**src/rtl/bus_arbiter.sv**
```systemverilog
// Round-robin bus arbiter: IDLE -> SETUP (route settles, no grant) -> BUSY (granted) -> RELEASE.
// bus_state updates one edge after an eligible request and grant follows one edge later; other requesters are held off until IDLE.
module bus_arbiter #(
    parameter int NO_MASTERS = 2,
    parameter int NO_SLAVES  = 3,
    parameter int S_ID_WIDTH = $clog2(NO_SLAVES + 1),
    parameter int M_ID_WIDTH = $clog2(NO_MASTERS),
    parameter int TIMEOUT    = 16
) (
    input  logic                             clk,
    input  logic                             rstN,
    input  logic                             req_M      [0:NO_MASTERS-1],
    input  logic [S_ID_WIDTH-1:0]            slave_id_M [0:NO_MASTERS-1],
    input  logic                             ready,
    output logic                             grant_M    [0:NO_MASTERS-1],
    output logic [M_ID_WIDTH+S_ID_WIDTH-1:0] bus_state,
    output logic                             timeout_err
);

    localparam int                    CNT_W   = $clog2(TIMEOUT + 1);
    localparam logic [S_ID_WIDTH-1:0] IDLE_ID = S_ID_WIDTH'(NO_SLAVES);
    localparam logic [M_ID_WIDTH-1:0] LAST_M  = M_ID_WIDTH'(NO_MASTERS - 1);

    typedef enum logic [1:0] {IDLE, SETUP, BUSY, RELEASE} state_t;

    state_t                          r_state, w_state_nxt;
    logic [M_ID_WIDTH-1:0]           r_owner, w_owner_nxt;
    logic [M_ID_WIDTH-1:0]           r_last, w_last_nxt;
    logic [M_ID_WIDTH-1:0]           w_winner;
    logic [CNT_W-1:0]                r_cnt, w_cnt_nxt;
    logic [NO_MASTERS-1:0]           r_grant, w_grant_nxt;
    logic [NO_MASTERS-1:0]           w_elig;
    logic [M_ID_WIDTH+S_ID_WIDTH-1:0] r_bus, w_bus_nxt;
    logic                            r_terr, w_terr_nxt;
    logic                            w_found;

    // A request aimed at the idle code (or beyond) never competes.
    always_comb begin
        for (int i = 0; i < NO_MASTERS; i++) begin
            w_elig[i] = req_M[i] && (slave_id_M[i] < IDLE_ID);
        end
    end

    always_comb begin
        w_found  = 1'b0;
        w_winner = '0;
        for (int i = 0; i < NO_MASTERS; i++) begin
            if (!w_found && w_elig[(int'(r_last) + 1 + i) % NO_MASTERS]) begin
                w_found  = 1'b1;
                w_winner = M_ID_WIDTH'((int'(r_last) + 1 + i) % NO_MASTERS);
            end
        end
    end

    always_ff @(posedge clk or negedge rstN) begin
        if (!rstN) begin
            r_state <= IDLE;
            r_owner <= '0;
            r_last  <= LAST_M;
            r_cnt   <= '0;
            r_grant <= '0;
            r_bus   <= {{M_ID_WIDTH{1'b0}}, IDLE_ID};
            r_terr  <= 1'b0;
        end else begin
            r_state <= w_state_nxt;
            r_owner <= w_owner_nxt;
            r_last  <= w_last_nxt;
            r_cnt   <= w_cnt_nxt;
            r_grant <= w_grant_nxt;
            r_bus   <= w_bus_nxt;
            r_terr  <= w_terr_nxt;
        end
    end

    always_comb begin
        w_state_nxt = r_state;
        w_owner_nxt = r_owner;
        w_last_nxt  = r_last;
        w_cnt_nxt   = r_cnt;
        w_grant_nxt = '0;
        w_bus_nxt   = r_bus;
        w_terr_nxt  = 1'b0;
        case (r_state)
            IDLE: begin
                w_cnt_nxt = '0;
                if (w_found) begin
                    w_state_nxt = SETUP;
                    w_owner_nxt = w_winner;
                    w_bus_nxt   = {w_winner, slave_id_M[w_winner]};
                end
            end
            SETUP: begin
                if (req_M[r_owner]) begin
                    w_state_nxt          = BUSY;
                    w_grant_nxt[r_owner] = 1'b1;
                end else begin
                    w_state_nxt = RELEASE;
                    w_bus_nxt   = {r_owner, IDLE_ID};
                end
            end
            BUSY: begin
                // A dropped request wins over a coinciding timeout: no error is flagged.
                if (!req_M[r_owner]) begin
                    w_state_nxt = RELEASE;
                    w_bus_nxt   = {r_owner, IDLE_ID};
                    w_cnt_nxt   = '0;
                end else if (!ready && (r_cnt == CNT_W'(TIMEOUT - 1))) begin
                    w_state_nxt = RELEASE;
                    w_bus_nxt   = {r_owner, IDLE_ID};
                    w_cnt_nxt   = '0;
                    w_terr_nxt  = 1'b1;
                end else begin
                    w_grant_nxt[r_owner] = 1'b1;
                    w_cnt_nxt            = ready ? '0 : r_cnt + 1'b1;
                end
            end
            RELEASE: begin
                w_state_nxt = IDLE;
                w_last_nxt  = r_owner;
            end
            default: w_state_nxt = IDLE;
        endcase
    end

    always_comb begin
        for (int i = 0; i < NO_MASTERS; i++) begin
            grant_M[i] = r_grant[i];
        end
    end

    assign bus_state   = r_bus;
    assign timeout_err = r_terr;

endmodule

```
**config.mk**
```make
export PLATFORM = sky130hd
export DESIGN_NAME = bus_arbiter
export DESIGN_NICKNAME = d
export VERILOG_FILES = /design/src/rtl/bus_arbiter.sv
export SDC_FILE = /design/constraint.sdc
export NUM_CORES = 1
export LEC_CHECK = 0
export ABC_AREA = 1
export BUFFER_PORTS_ARGS = -buffer_cell sky130_fd_sc_hd__buf_2
export CORE_MARGIN = 10
export CORE_UTILIZATION = 48
export DETAILED_ROUTE_END_ITERATION = 8
export PLACE_DENSITY_LB_ADDON = 0.05
export SYNTH_ARGS = -nofsm -noshare
export SYNTH_HDL_FRONTEND = slang
export SYNTH_SLANG_ARGS = --single-unit
```
**constraint.sdc**
```tcl
create_clock -name clk -period 1.4 [get_ports clk]
set_input_delay 0.28 -clock clk [delete_from_list [all_inputs] [get_ports clk]]
set_output_delay 0.28 -clock clk [all_outputs]
set_load 0.05 [all_outputs]
```
-- Word-level counts from Yosys, hierarchy flattened
Cells that the tools add are included.
- register bits after elaboration: 15
- bits of input ports: 9
- output and inout port bits: 6
- word-level logic and storage cells: 81
- $lt $le $gt $ge: 8
- add/subtract/negate cells: 3
- mux-type cells: 39
- equal/unequal tests: 7
- reductions and logical operators: 13
- bitwise operators: 4
- operator list (kind ; count):
    $mux W1 ; 18
    $mux W2 ; 9
    $mux W5 ; 3
    $mux W3 ; 4
    $pmux W5 S2 ; 1
    $pmux W3 S3 ; 1
    $pmux W2 S4 ; 1
    $lt A2 B3 Y1 const B ; 2
    $add A5 B1 Y5 const B ; 1
    $eq A5 B4 Y1 const B ; 1
    $logic_and A1 B1 Y1 ; 5
    $eq A2 B2 Y1 const B ; 2
    $ge A2 B2 Y1 const B ; 2
    $lt A2 B2 Y1 const B ; 2
    $ne A2 B2 Y1 const B ; 2
    $not A1 Y2 ; 2
    $pmux W2 S2 ; 1
    $reduce_and A2 Y1 ; 2
    $reduce_and A4 Y1 ; 1
    $ne A3 B3 Y1 const B ; 1
    $reduce_bool A3 Y1 ; 1
    $add A1 B1 Y1 const B ; 2
    $and A1 B1 Y1 const A ; 2
    $eq A2 B1 Y1 const B ; 1
    other kinds (6) ; 7

-- Logic depth before layout (Yosys ltp)
- depth in word-level cells: 15
- depth in mapped cells: 10
- gate-level depth less buffers: 10

-- Worst setup path after synthesis
OpenSTA, ideal clock, no wires.
- kind: register to register
- start: register r_cnt[0]
- end: register r_bus[2] (netlist: bus_state[2])
- setup time: 0.122 ns
- data required time: 1.278 ns
- clock period less this slack: 1.555 ns
- stages on the path, launching flop included: 11
- arrival: 1.433 ns
- path buffers: 0
- setup slack: -0.155 ns
- cells stage by stage: dfrtp_1 -> ha_1 -> nand2_1 -> nor2_1 -> ha_1 -> a21oi_2 -> nand2_4 -> nand2_4 -> nor2_4 -> nand2_1 -> nand2_1
- longest elaborated chain between the ends: 4
- RTL lines (item ; RTL line ; text):
    start: declaration ; 30 ; logic [CNT_W-1:0] r_cnt, w_cnt_nxt;
    start signal: assignment ; 68 ; r_cnt <= w_cnt_nxt;
    $eq A5 B4 Y1 ; 107 ; end else if (!ready && (r_cnt == CNT_W'(TIMEOUT - 1))) begin
    $logic_and A1 B1 Y1 ; 107 ;
    $ne A3 B3 Y1 (no line) ; -- ;
    $reduce_and A4 Y1 (no line) ; -- ;
    end signal: assignment ; 62 ; r_bus <= {{M_ID_WIDTH{1'b0}}, IDLE_ID};
    end signal: assignment ; 70 ; r_bus <= w_bus_nxt;
    end: declaration ; 33 ; logic [M_ID_WIDTH+S_ID_WIDTH-1:0] r_bus, w_bus_nxt;
No other way between the ends.
A chain may end at the register's enable or synchronous reset.

-- Final worst setup path
- start: register r_cnt[1]
- end: register r_bus[2] (netlist: bus_state[2])
The elaborated chain is that of the path after synthesis.

==> out/results.txt <==
outcome: finished, violations left
failing checks: negative setup slack
CP endpoint kind: register
GRT overflow: 0
Detailed Route WL: 1.819 mm
NumNets Final: 150
Seq pwr share: 30.4%
Critical Path AT: 1.70 ns
maximum buffer depth of the clock tree: 2
area leader, netlist: dfrtp_1
ys flop type: dfrtp_1
most common cell in the netlist: nand2_1
Final setup violation count: 11
DRC Markers: 0
synth cell count leaders: nand2_1 (21), inv_1 (14), nand3_1 (14)
share of flip-flops with an asynchronous set or reset: 100.0%
die height: 62.87 um
CP delay by family, top: simple AND/OR/NAND/NOR gates
diodes inserted: 0
GR Util All Layers: 9.815%
clk_lat worst skew: 0.28 ns
CTS sink cnt: 15
slowest stage cell on the critical path: dfrtp_1
number of global-route vias before repair: 722
#FFs+latches synth: 15
CP Class: reg2reg
startpoint class of the critical path: register
Sw Pwr: 1.131 mW
Worst Tran Pin Value: 0.3353 ns
Final Hold Viols: 0
wire per inst: 11.51 um
CTS tree: built
sum of net half-perimeters after detailed placement: 1.410 mm
post-route ant nets: 0
largest net degree at the start of global routing: 16
beginning of the worst hold path: req_M[1]
synthesized instance count: 106
CTS buffer count: 3
crit path max fanout: 7
Required @ worst endpoint: 1.58 ns
global-route wire length before repair: 3.125 mm
CP Cell Sequence: ha_2 > nand2_2 > nor2_2 > ha_2 > a21oi_4 > nand2_4 > nand2_8 > nor2_4 > nand2_1 > nand2_1
Critical R2R Launch: r_cnt[1]
Layout Skew: 0.004368 ns
drt pass-1 iters: 4
Power Density: 2045 nW/um^2
share of cells above drive strength 1: 33.83%
Initial Utilization: 51.09%
Seq/Total Area, Yosys: 42.98%
Static Leakage: 0.5727 nW
CP Buf/Inv Count: 0
row count: 15
Tmin final: 1.518 ns
root buffer cell: clkbuf_4
dpl cells: 149
via/cell ratio: 4.804
H-tree levels: 1
GPL Wtd Cong: 0.7671
initial antenna violation count: 0
Synth top area share: 34.04%
HP Class: in2reg
Pins Over Slew Limit: 0
max incr delay on CP: 0.39 ns
sw frac: 49.12%
Clk network pwr share: 10.7%
startpoint of the worst setup timing path: r_cnt[1]
Synth cell types: 20
RR Endpoint: bus_state[2]
post-route setup slack: -0.1177 ns
Hold Path Stages: 3
Layout fillers: 159
Max-Cap Viols: 0
path depth of the worst reg2reg path: 10
WHS: 0.2578 ns
final std cells w/o fill: 158
Avg Cell Area, Syn: 8.322 um^2
clock transition at the registers of the reported paths: 0.09 ns
Tcrit/Tclk final: 108.4%
mapped cell area: 882.1 um^2
Int Power: 1.172 mW
chip width: 62.87 um
First DRT Iteration DRCs: 20
P&R area growth vs syn: 27.66%
FF-to-FF setup slack: -0.12 ns
io pins: 15
FMAX: 0.6589 GHz
number of buffers added on ports: 14
syn nets: 122
via count: 759
Die ar.: 3953 um^2
core outline area: 1727 um^2
RSZ-0062 raised after global routing: yes
Relative slew margins: 77.64%
Worst VDD drop: 1376 uV
main area contributors after synthesis: dfrtp_1 (34%), ha_1 (9.9%), dfstp_2 (8.9%)
synth warn: 0
Min-Delay Endpoint: r_grant[0]
Gate power share: 58.8%
number of enable flip-flop cells after synthesis: 0
## logic make-up (layout without fill, tap and decap cells)
group / after synthesis / after routing / synth area share [%]
flops: 15 / 15 / 42.98
xor+xnor: 1 / 1 / 0.9931
simple gates: 48 / 48 / 27.38
fa+ha+maj: 7 / 7 / 9.929
buf+inv: 17 / 44 / 7.234
compound gates: 18 / 18 / 11.49
## metrics by stage
| stage | setup TNS (ns) | utilization (%) | total power [mW] | setup slack (ns) | area [um^2] |
|---|---|---|---|---|---|
| 2_1_floorplan | -0.04945 | - | 1.701 | -0.04303 | 894.6 |
| 3_3_place_gp | -0.4698 | 59.42 | 2.005 | -0.08172 | 1026 |
| 3_5_place_dp | -0.7055 | 59.42 | 2.010 | -0.1061 | 1026 |
| 4_1_cts | -0.7659 | 63.62 | 2.256 | -0.1024 | 1099 |
| 5_1_grt | -1.837 | 65.22 | 2.528 | -0.2087 | 1126 |
| 6_report | -0.6798 | 65.22 | 2.302 | -0.1177 | 1126 |
## per-layer routing
| layer | wire [um] | GRT usage, % | share of wire (%) | vias up |
|---|---|---|---|---|
| li1 | - | - | - | 397 |
| met3 | 74 | 2.867 | 4.1 | 4 |
| met2 | 815 | 13.58 | 45 | 15 |
| met1 | 886 | 12.92 | 49 | 343 |
| met4 | 42 | 5.866 | 2.3 | 0 |
| met5 | 0 | 0 | 0 | - |
## cells in the final DEF, fill, tap and decap left out, types with 2 or more instances in the layout
cell      Yosys  routed
dfstp_2       3       3
inv_2         3       3
buf_2         0      14
nor2_2        1       2
nor2_4        3       3
nand3_1      14      13
o22ai_1       2       2
dfrtp_1      12      12
o21ai_0       3       3
o21ai_1       6       5
o21bai_1      2       2
ha_1          7       5
buf_6         0       2
ha_2          0       2
nand2_1      21      20
inv_1        14      14
a21oi_1       4       3
nor2_1        5       4
clkbuf_4      0       3
buf_4         0       6
## flip-flops by register name (all words and copies together) (netlist names)
name / cells
bus_state: 3
r_cnt: 5
r_grant: 2
r_last: 1
r_owner: 1
r_state: 2
timeout_err: 1
## power groups by stage
stage | clock (mW) | combinational, mW | sequential [mW]
4_1_cts | 0.248 | 1.31 | 0.702
3_3_place_gp | 0 | 1.30 | 0.706
3_5_place_dp | 0 | 1.30 | 0.709
6_report | 0.247 | 1.35 | 0.700
5_1_grt | 0.272 | 1.53 | 0.725
2_1_floorplan | 0 | 0.777 | 0.923
## what timing repair did
action                     4_1_cts  5_1_grt
resized for setup                2        6
hold endpoints to repair        12        0
buffers inserted                 5        1
pin swaps                        4        4
setup endpoints to repair       10       12
hold buffers                     1        0
gates cloned                     0        0
## worst reg2reg max path: stages (launching register included)
cell and delay, ns:
dfrtp_1 0.39, ha_2 0.20, nand2_2 0.07, nor2_2 0.04, ha_2 0.18, a21oi_4 0.20
nand2_4 0.10, nand2_8 0.10, nor2_4 0.04, nand2_1 0.06, nand2_1 0.05
## worst max-delay path by stage
stage	to	cells past startpoint
final	bus_state[2]	10
after CTS	r_cnt[4]	7
after global routing	bus_state[2]	10
after global placement	r_cnt[0]	7
after floorplan	bus_state[2]	10
after detailed placement	bus_state[2]	10
## area by class of cell
class | instances | area [um^2] | share of cell area (%)
clock buffers | 4 | 26.28 | 2.333
inverters | 17 | 63.81 | 5.667
multi-input cells | 74 | 478.0 | 42.44
flip-flops and latches | 15 | 379.1 | 33.67
well taps | 25 | 31.28 | 2.778
repair buffers | 23 | 147.6 | 13.11
Note: power is estimated with default switching activity, not from simulation.
